$ cat config.mk
export PLATFORM = sky130hd
export DESIGN_NAME = lcd_update_arbiter
export DESIGN_NICKNAME = d
export VERILOG_FILES = /design/src/rtl/lcd_arb_pkg.sv /design/src/rtl/rr_arbiter.sv /design/src/rtl/lcd_update_arbiter.sv
export SDC_FILE = /design/constraint.sdc
export NUM_CORES = 1
export LEC_CHECK = 0
export ABC_CLOCK_PERIOD_IN_PS = 3000
export BUFFER_PORTS_ARGS = -buffer_cell sky130_fd_sc_hd__buf_2
export CAP_MARGIN = 10
export CORE_MARGIN = 2
export CORE_UTILIZATION = 30
export DETAILED_ROUTE_END_ITERATION = 8
export GPL_TIMING_DRIVEN = 0
export PLACE_DENSITY_LB_ADDON = 0.25
export SLEW_MARGIN = 20
export SYNTH_ARGS = -nofsm -noshare
export SYNTH_HDL_FRONTEND = slang
export SYNTH_SLANG_ARGS = --single-unit
$ cat constraint.sdc
create_clock -name Clk_i -period 3 [get_ports Clk_i]
set_input_delay 0.15 -clock Clk_i [delete_from_list [all_inputs] [get_ports Clk_i]]
set_output_delay 0.15 -clock Clk_i [all_outputs]
set_load 0.02 [all_outputs]
$ cat src/rtl/lcd_arb_pkg.sv
// lcd_arb_pkg: shared state encoding and width helper for the LCD update arbiter.
package lcd_arb_pkg;
    typedef enum logic [1:0] {
        S_IDLE     = 2'd0,
        S_WAIT_ACK = 2'd1,
        S_WAIT_REL = 2'd2
    } state_t;

    function automatic int clog2(input int v);
        int r;
        r = 0;
        while ((1 << r) < v) r++;
        return (r < 1) ? 1 : r;
    endfunction
endpackage

$ cat src/rtl/rr_arbiter.sv
// rr_arbiter: combinational one-hot round-robin pick, searching upward from ptr with wrap.
module rr_arbiter
    import lcd_arb_pkg::*;
#(
    parameter int N_REQ = 2
) (
    input  logic [N_REQ-1:0]        req_i,
    input  logic [clog2(N_REQ)-1:0] ptr_i,
    output logic [N_REQ-1:0]        gnt_o
);
    logic [N_REQ-1:0] hi;
    logic [N_REQ-1:0] lo;

    // hi holds the lowest request at or above ptr, lo the lowest below it (the wrapped part)
    always_comb begin
        hi = '0;
        lo = '0;
        for (int i = N_REQ - 1; i >= 0; i--) begin
            if (req_i[i]) begin
                if (i >= int'(ptr_i)) hi = N_REQ'(1) << i;
                else lo = N_REQ'(1) << i;
            end
        end
        gnt_o = |hi ? hi : lo;
    end
endmodule

$ cat src/rtl/lcd_update_arbiter.sv
// lcd_update_arbiter: round-robin share of one LCD driver port, running the
// LCDUpdate/LCDAck 4-phase handshake with an ack timeout and per-requester done/error.
module lcd_update_arbiter
    import lcd_arb_pkg::*;
#(
    parameter int N_REQ       = 2,
    parameter int DATA_W      = 16,
    parameter int ACK_TIMEOUT = 1023
) (
    input  logic                      Clk_i,
    input  logic                      Rst_i,
    input  logic [N_REQ-1:0]          ReqValid_i,
    input  logic [N_REQ*DATA_W-1:0]   ReqData_i,
    output logic [N_REQ-1:0]          ReqDone_o,
    output logic                      ReqErr_o,
    output logic                      LCDUpdate_o,
    output logic [DATA_W-1:0]         LCDData_o,
    input  logic                      LCDAck_i,
    output logic                      Busy_o,
    output logic [clog2(N_REQ)-1:0]   GrantIdx_o
);
    localparam int IW = clog2(N_REQ);
    localparam int CW = clog2(ACK_TIMEOUT + 1);

    state_t            state_q, state_d;
    logic [CW-1:0]     cnt_q, cnt_d;
    logic [IW-1:0]     ptr_q, ptr_d, grant_q, grant_d, gnt_idx, nxt;
    logic [N_REQ-1:0]  done_q, done_d, gnt;
    logic              err_q, err_d, upd_q, upd_d, busy_q, busy_d;
    logic [DATA_W-1:0] data_q, data_d;

    rr_arbiter #(.N_REQ(N_REQ)) u_rr (
        .req_i (ReqValid_i),
        .ptr_i (ptr_q),
        .gnt_o (gnt)
    );

    always_comb begin
        gnt_idx = '0;
        for (int i = 0; i < N_REQ; i++)
            if (gnt[i]) gnt_idx = IW'(i);
    end

    assign nxt = (grant_q == IW'(N_REQ - 1)) ? '0 : grant_q + 1'b1;

    // No grant while ReqDone is showing: the served requester may still hold ReqValid that cycle
    always_comb begin
        state_d = state_q;
        cnt_d   = cnt_q;
        ptr_d   = ptr_q;
        grant_d = grant_q;
        done_d  = '0;
        err_d   = 1'b0;
        upd_d   = upd_q;
        data_d  = data_q;
        case (state_q)
            S_IDLE: begin
                if (|ReqValid_i && !(|done_q)) begin
                    state_d = S_WAIT_ACK;
                    data_d  = ReqData_i[int'(gnt_idx)*DATA_W +: DATA_W];
                    grant_d = gnt_idx;
                    cnt_d   = '0;
                    upd_d   = 1'b1;
                end
            end
            S_WAIT_ACK: begin
                if (LCDAck_i) begin
                    upd_d   = 1'b0;
                    state_d = S_WAIT_REL;
                end else if (cnt_q == CW'(ACK_TIMEOUT)) begin
                    upd_d   = 1'b0;
                    done_d  = N_REQ'(1) << grant_q;
                    err_d   = 1'b1;
                    ptr_d   = nxt;
                    state_d = S_IDLE;
                end else begin
                    cnt_d = cnt_q + 1'b1;
                end
            end
            S_WAIT_REL: begin
                if (!LCDAck_i) begin
                    done_d  = N_REQ'(1) << grant_q;
                    ptr_d   = nxt;
                    state_d = S_IDLE;
                end
            end
            default: state_d = S_IDLE;
        endcase
        busy_d = state_d != S_IDLE;
    end

    always_ff @(posedge Clk_i) begin
        if (Rst_i) begin
            state_q <= S_IDLE;
            cnt_q   <= '0;
            ptr_q   <= '0;
            grant_q <= '0;
            done_q  <= '0;
            err_q   <= 1'b0;
            upd_q   <= 1'b0;
            data_q  <= '0;
            busy_q  <= 1'b0;
        end else begin
            state_q <= state_d;
            cnt_q   <= cnt_d;
            ptr_q   <= ptr_d;
            grant_q <= grant_d;
            done_q  <= done_d;
            err_q   <= err_d;
            upd_q   <= upd_d;
            data_q  <= data_d;
            busy_q  <= busy_d;
        end
    end

    assign ReqDone_o   = done_q;
    assign ReqErr_o    = err_q;
    assign LCDUpdate_o = upd_q;
    assign LCDData_o   = data_q;
    assign Busy_o      = busy_q;
    assign GrantIdx_o  = grant_q;
endmodule

---- Word level (Yosys, flattened, before mapping) ----
Cells that the tools add are included.
operators by class
  shift operators ......................... 2
  order comparisons ....................... 1
  equal/unequal tests ..................... 9
  $add $sub $neg .......................... 2
  muxes and demuxes ....................... 30
  reductions and logical operators ........ 14
  bitwise operators ....................... 1
operators with widths
  operator                                         number
  indexed part select 32 x 6 -> 16 bit             1
  two-way mux 10 bit                               3
  two-way mux 2 bit                                12
  case mux 10 bit (2 select lines)                 1
  adder 10 x 1 -> 10 bit, second input constant    1
  == test 10 bit, second input constant            1
  two-way mux 1 bit                                10
  != test 2 bit, second input constant             5
  AND reduction 4 bit                              2
  case mux 2 bit (3 select lines)                  1
  nonzero test 2 bit                               3
  OR reduction 2 bit                               3
  case mux 1 bit (2 select lines)                  2
  case mux 2 bit (2 select lines)                  1
  != test 3 bit, second input constant             1
  AND reduction 3 bit                              1
  OR reduction 3 bit                               1
  == test 2 x 1 -> 1 bit, second input constant    1
  == test 2 bit, second input constant             1
  logical NOT 2 bit                                1
  AND reduction 2 bit                              1
  left shift 1 x 1 -> 2 bit, first input constant  1
  adder 1 bit, second input constant               1
  >= comparator 1 bit, first input constant        1
  other kinds (3)                                  3
word-level totals
  word-level logic and storage cells ...... 68
  register bits after elaboration ......... 35
  output and inout bits ................... 22

---- Logic depth before layout (Yosys ltp) ----
  depth after elaboration ................. 7
  mapped depth ............................ 7

---- By module ----
From an unflattened synthesis, not the netlist that was laid out.
second synthesis, totals
  cell total of the unflattened synthesis .. 186
  area, all modules ....................... 1731.7 µm²
by module, submodules not included
  module              instances  area each (µm²)  cells an instance
  lcd_update_arbiter  1          1712.9           183
  rr_arbiter          1          18.8             3

---- Least setup slack after synthesis ----
No wires, ideal clock.
  kind .................................... flip-flop to flip-flop
  start ................................... register state_q[0]
  end ..................................... register cnt_q[2]
  slack ................................... 1.346 ns
  setup time .............................. 0.072 ns
  required time ........................... 2.928 ns
  data arrival time ....................... 1.582 ns
  period minus slack after synthesis ...... 1.654 ns
  buffers on the path ..................... 1
  stages on the path, launching flop included .. 7
  path through ............................ dfxtp_1 inv_1 ha_1 a21boi_2 buf_2 nor4b_1 mux2i_1
between the ends
  cells in the longest elaborated chain, start to end .. 3
RTL lines
  what                                                                  line                       RTL
  start, declared                                                       lcd_update_arbiter.sv:25   state_t state_q, state_d;
  start signal, assigned                                                lcd_update_arbiter.sv:104  state_q <= state_d;
  == test 2 x 1 -> 1 bit / logical NOT 2 bit (equally long branches)    lcd_update_arbiter.sv:56   case (state_q)
  != test 2 bit (no line) / nonzero test 2 bit (equally long branches)  n/a
  AND reduction 4 bit (no line)                                         n/a
  end signal, assigned                                                  lcd_update_arbiter.sv:105  cnt_q <= cnt_d;
  end, declared                                                         lcd_update_arbiter.sv:26   logic [CW-1:0] cnt_q, cnt_d;
Parallel ways exist; a longest one is shown, timed or not.
A chain may end at the register's enable or synchronous reset.

---- Worst setup path after layout ----
  start ................................... register state_q[1]
  end ..................................... register cnt_q[7]
The elaborated chain is that of the path after synthesis.

==> results.md <==
* Fmax at 0.541 GHz
* First-pass GRT wire length at 6.89 mm
* Compound-Gate Fraction of Synth Area at 0.194
* Top cell type's share of synthesized area at 0.379
* Slowest-stage cell, CP: dfxtp_1
* Min Tclk post-route at 1.85 ns
* Worst path most repeated cell: inv_1
* Post-Synth Adder-Cell Area at 0.0339
* Largest family of logic cells by synthesized area: simple AND/OR/NAND/NOR gates
* Hold buffers post-CTS at 0
* Lkg Pwr at 1.04 nW
* Share of post-route cells with drive strength above 1 at 0.322
* Tightest hold margin at 0.193 ns
* Fin crit share at 0.616
* Clk buf depth at 2
* GRT Overall Usage at 0.133
* Critical Path Source Type: register
* Fraction of registers with async set/reset at 0
* Count leader, synth: dfxtp_1
* Post-synth EDFFs at 0
* Clock root cell: clkbuf_8
* Clock-pin slew on the worst setup and hold paths at 0.08 ns
* # DRC at 0
* Vias at 1611
* Layout Utilization at 0.391
* P&R area growth vs syn at 25.3%
* CTS tree: built
* Cts bufs inserted at 5
* Slew margin rel. at 0.664
* Setup TNS at 0 ns
* H-tree depth at 2
* GPL Wtd Cong at 0.767
* Clock sink total at 35
* Synth top cells by count: dfxtp_1 (35), mux2i_1 (25), nor2_1 (22), a211oi_1 (21), nand2_1 (14)
* Drt wl/cell at 13.2 um
* Crit-path max cell delay at 0.40 ns
* DIE AREA at 6800 sq um
* Core area at 5920 sq um
* FP Rows at 28
* # fillers at 619
* Drt total wl at 4.44 mm
* Required time of the critical path at 3.23 ns
* Final setup violation count at 0
* Initial drt markers at 48
* Crit path DAT at 2.08 ns
* CP endpoint kind: register
* CP Cell Sequence: inv_1 > ha_1 > inv_1 > nand2_1 > a2111oi_2 > mux2i_1
* Port Buffers at 57
* Outcome: completed
* Initial Utilization at 0.312
* Register area share after synthesis at 0.379
* Simple-gate share of the synthesized area at 0.211
* Antenna Cells at 0
* Largest area contributor in the netlist: dfxtp_1
* Avg Synthesized Cell Area at 9.43 sq um
* Nets at 302
* Synth Cell Area at 1850 sq um
* RSZ-0062 raised after global routing: false
* VDD IR max at 0.295 mV
* Clk Latency, worst-skew pair at 0.29 ns
* DR vias/cell at 4.79
* Slew at the pin closest to its max-slew limit at 0.504 ns
* Total global routing overflow at 0
* Max cap viols at 0
* Post-route ant nets at 0
* Main area contributors after synthesis: dfxtp_1 (38%), mux2i_1 (14%), a211oi_1 (8.5%)
* Hold Path Class: in2reg
* Post-DP HPWL at 3.33 mm
* Resize count post-CTS at 0
* CP max FO at 8
* Mapped Cells at 196
* Power Density at 564 nW/um^2
* YS warnings at 0
* Ys flop type: dfxtp_1
* Setup bufs post-CTS at 0
* Mux contribution to synthesized area at 0.142
* Pins over their slew limit at 0
* Die H at 82.5 um
* Synth cell types at 41
* Number of placed I/O pins at 59
* Largest net degree at the start of global routing at 13
* Hold Fails Final Rpt at 0
* Initial antenna violation count at 0
* Vias in the first global route at 1369
* Kind of critical path: reg2reg
* Max Clock Skew at 0.00740 ns
* Syn nets at 238
* #FFs+latches synth at 35
* Post-synthesis xor/xnor area fraction at 0
* Die width at 82.5 um
* Router iterations before antenna repair at 4
per-layer routing:
metal | wire length (um) | GRT usage
met3 | 218 | 0.0380
met1 | 2150 | 0.188
met5 | 0 | 0
met2 | 2000 | 0.189
met4 | 66 | 0.0500
path summary, 6_finish.rpt:
| path | startpoint | end | slack (ns) | depth (start not counted) |
|---|---|---|---|---|
| worst min-delay path | ReqData_i[18] | LCDData_o[2] | 0.19 | 3 |
| worst max register to register | state_q[1] | cnt_q[7] | 1.15 | 6 |
| worst min register to register | cnt_q[1] | cnt_q[1] | 0.49 | 2 |
| worst max-delay path | state_q[1] | cnt_q[7] | 1.15 | 6 |
registers in the layout, summed over array words and instances (netlist names):
signal,count
ReqDone_o,2
cnt_q,10
ReqErr_o,1
Busy_o,1
state_q,2
ptr_q,1
LCDData_o,16
LCDUpdate_o,1
GrantIdx_o,1
worst max-delay path, delay by kind of cell (launching register included):
kind | cells | cell delay [ns]
multiplexers | 1 | 0.21
AND/OR/NAND/NOR | 1 | 0.22
adder cells (fa/ha/maj) | 1 | 0.25
buffers and inverters | 2 | 0.31
AO/OA/AOI/OAI | 1 | 0.40
flip-flops | 1 | 0.40
final cells by class:
class	count	area, sq um	area share
Multi-Input combinational cell	144	1070	0.463
Sequential cell	35	701	0.303
Timing Repair Buffer	57	285	0.123
Tap cell	75	93.8	0.0405
Clock buffer	5	68.8	0.0297
Buffer	11	52.6	0.0227
Inverter	6	22.5	0.00972
Clock inverter	3	20.0	0.00864
logic make-up after synthesis:
kind of cell | count (synthesis)
AOI/OAI and AO/OA | 43
adders and majority gates | 5
buffers and inverters | 17
DFF | 35
muxes | 26
and+or+nand+nor | 70
power breakdown:
part	internal (W)	total, W	leakage [nW]	switching, W
logic	0.000149	0.000416	0.717	0.000267
registers	0.000518	0.000544	0.287	0.0000255
clock network	0.000161	0.000346	0.0402	0.000184
total	0.000829	0.00131	1.04	0.000476
metrics by stage:
step / setup slack (ns) / total power [W] / instances / cell area, sq um
floorplan: 1.35 / 0.000842 / 196 / 1850
global placement: 1.15 / 0.000967 / 328 / 2230
detailed placement: 1.15 / 0.000970 / 328 / 2230
CTS: 1.13 / 0.00132 / 336 / 2320
global route: 0.949 / 0.00139 / 336 / 2320
finish: 1.15 / 0.00131 / 336 / 2320
placed cells by master, fill, tap and decap left out, drive strengths merged:
master	instances
a2111oi	3
clkbuf	9
nand2b	8
a211oi	21
clkinv	1
inv	6
and2	1
nor2b	2
buf	64
and2b	1
or4	2
o31a	1
a41oi	2
or2	3
nor4	2
nor4b	2
nor3	3
ha	5
and4	1
o21ai	2
nand2	14
nor2	23
nand4	2
o31ai	3
mux2	1
and3	2
mux2i	25
a21oi	6
nor3b	1
clkinvlp	2
a21boi	1
a31oi	2
nand3	3
dfxtp	35
o2111a	2
Power figures use the tool's default switching activity.
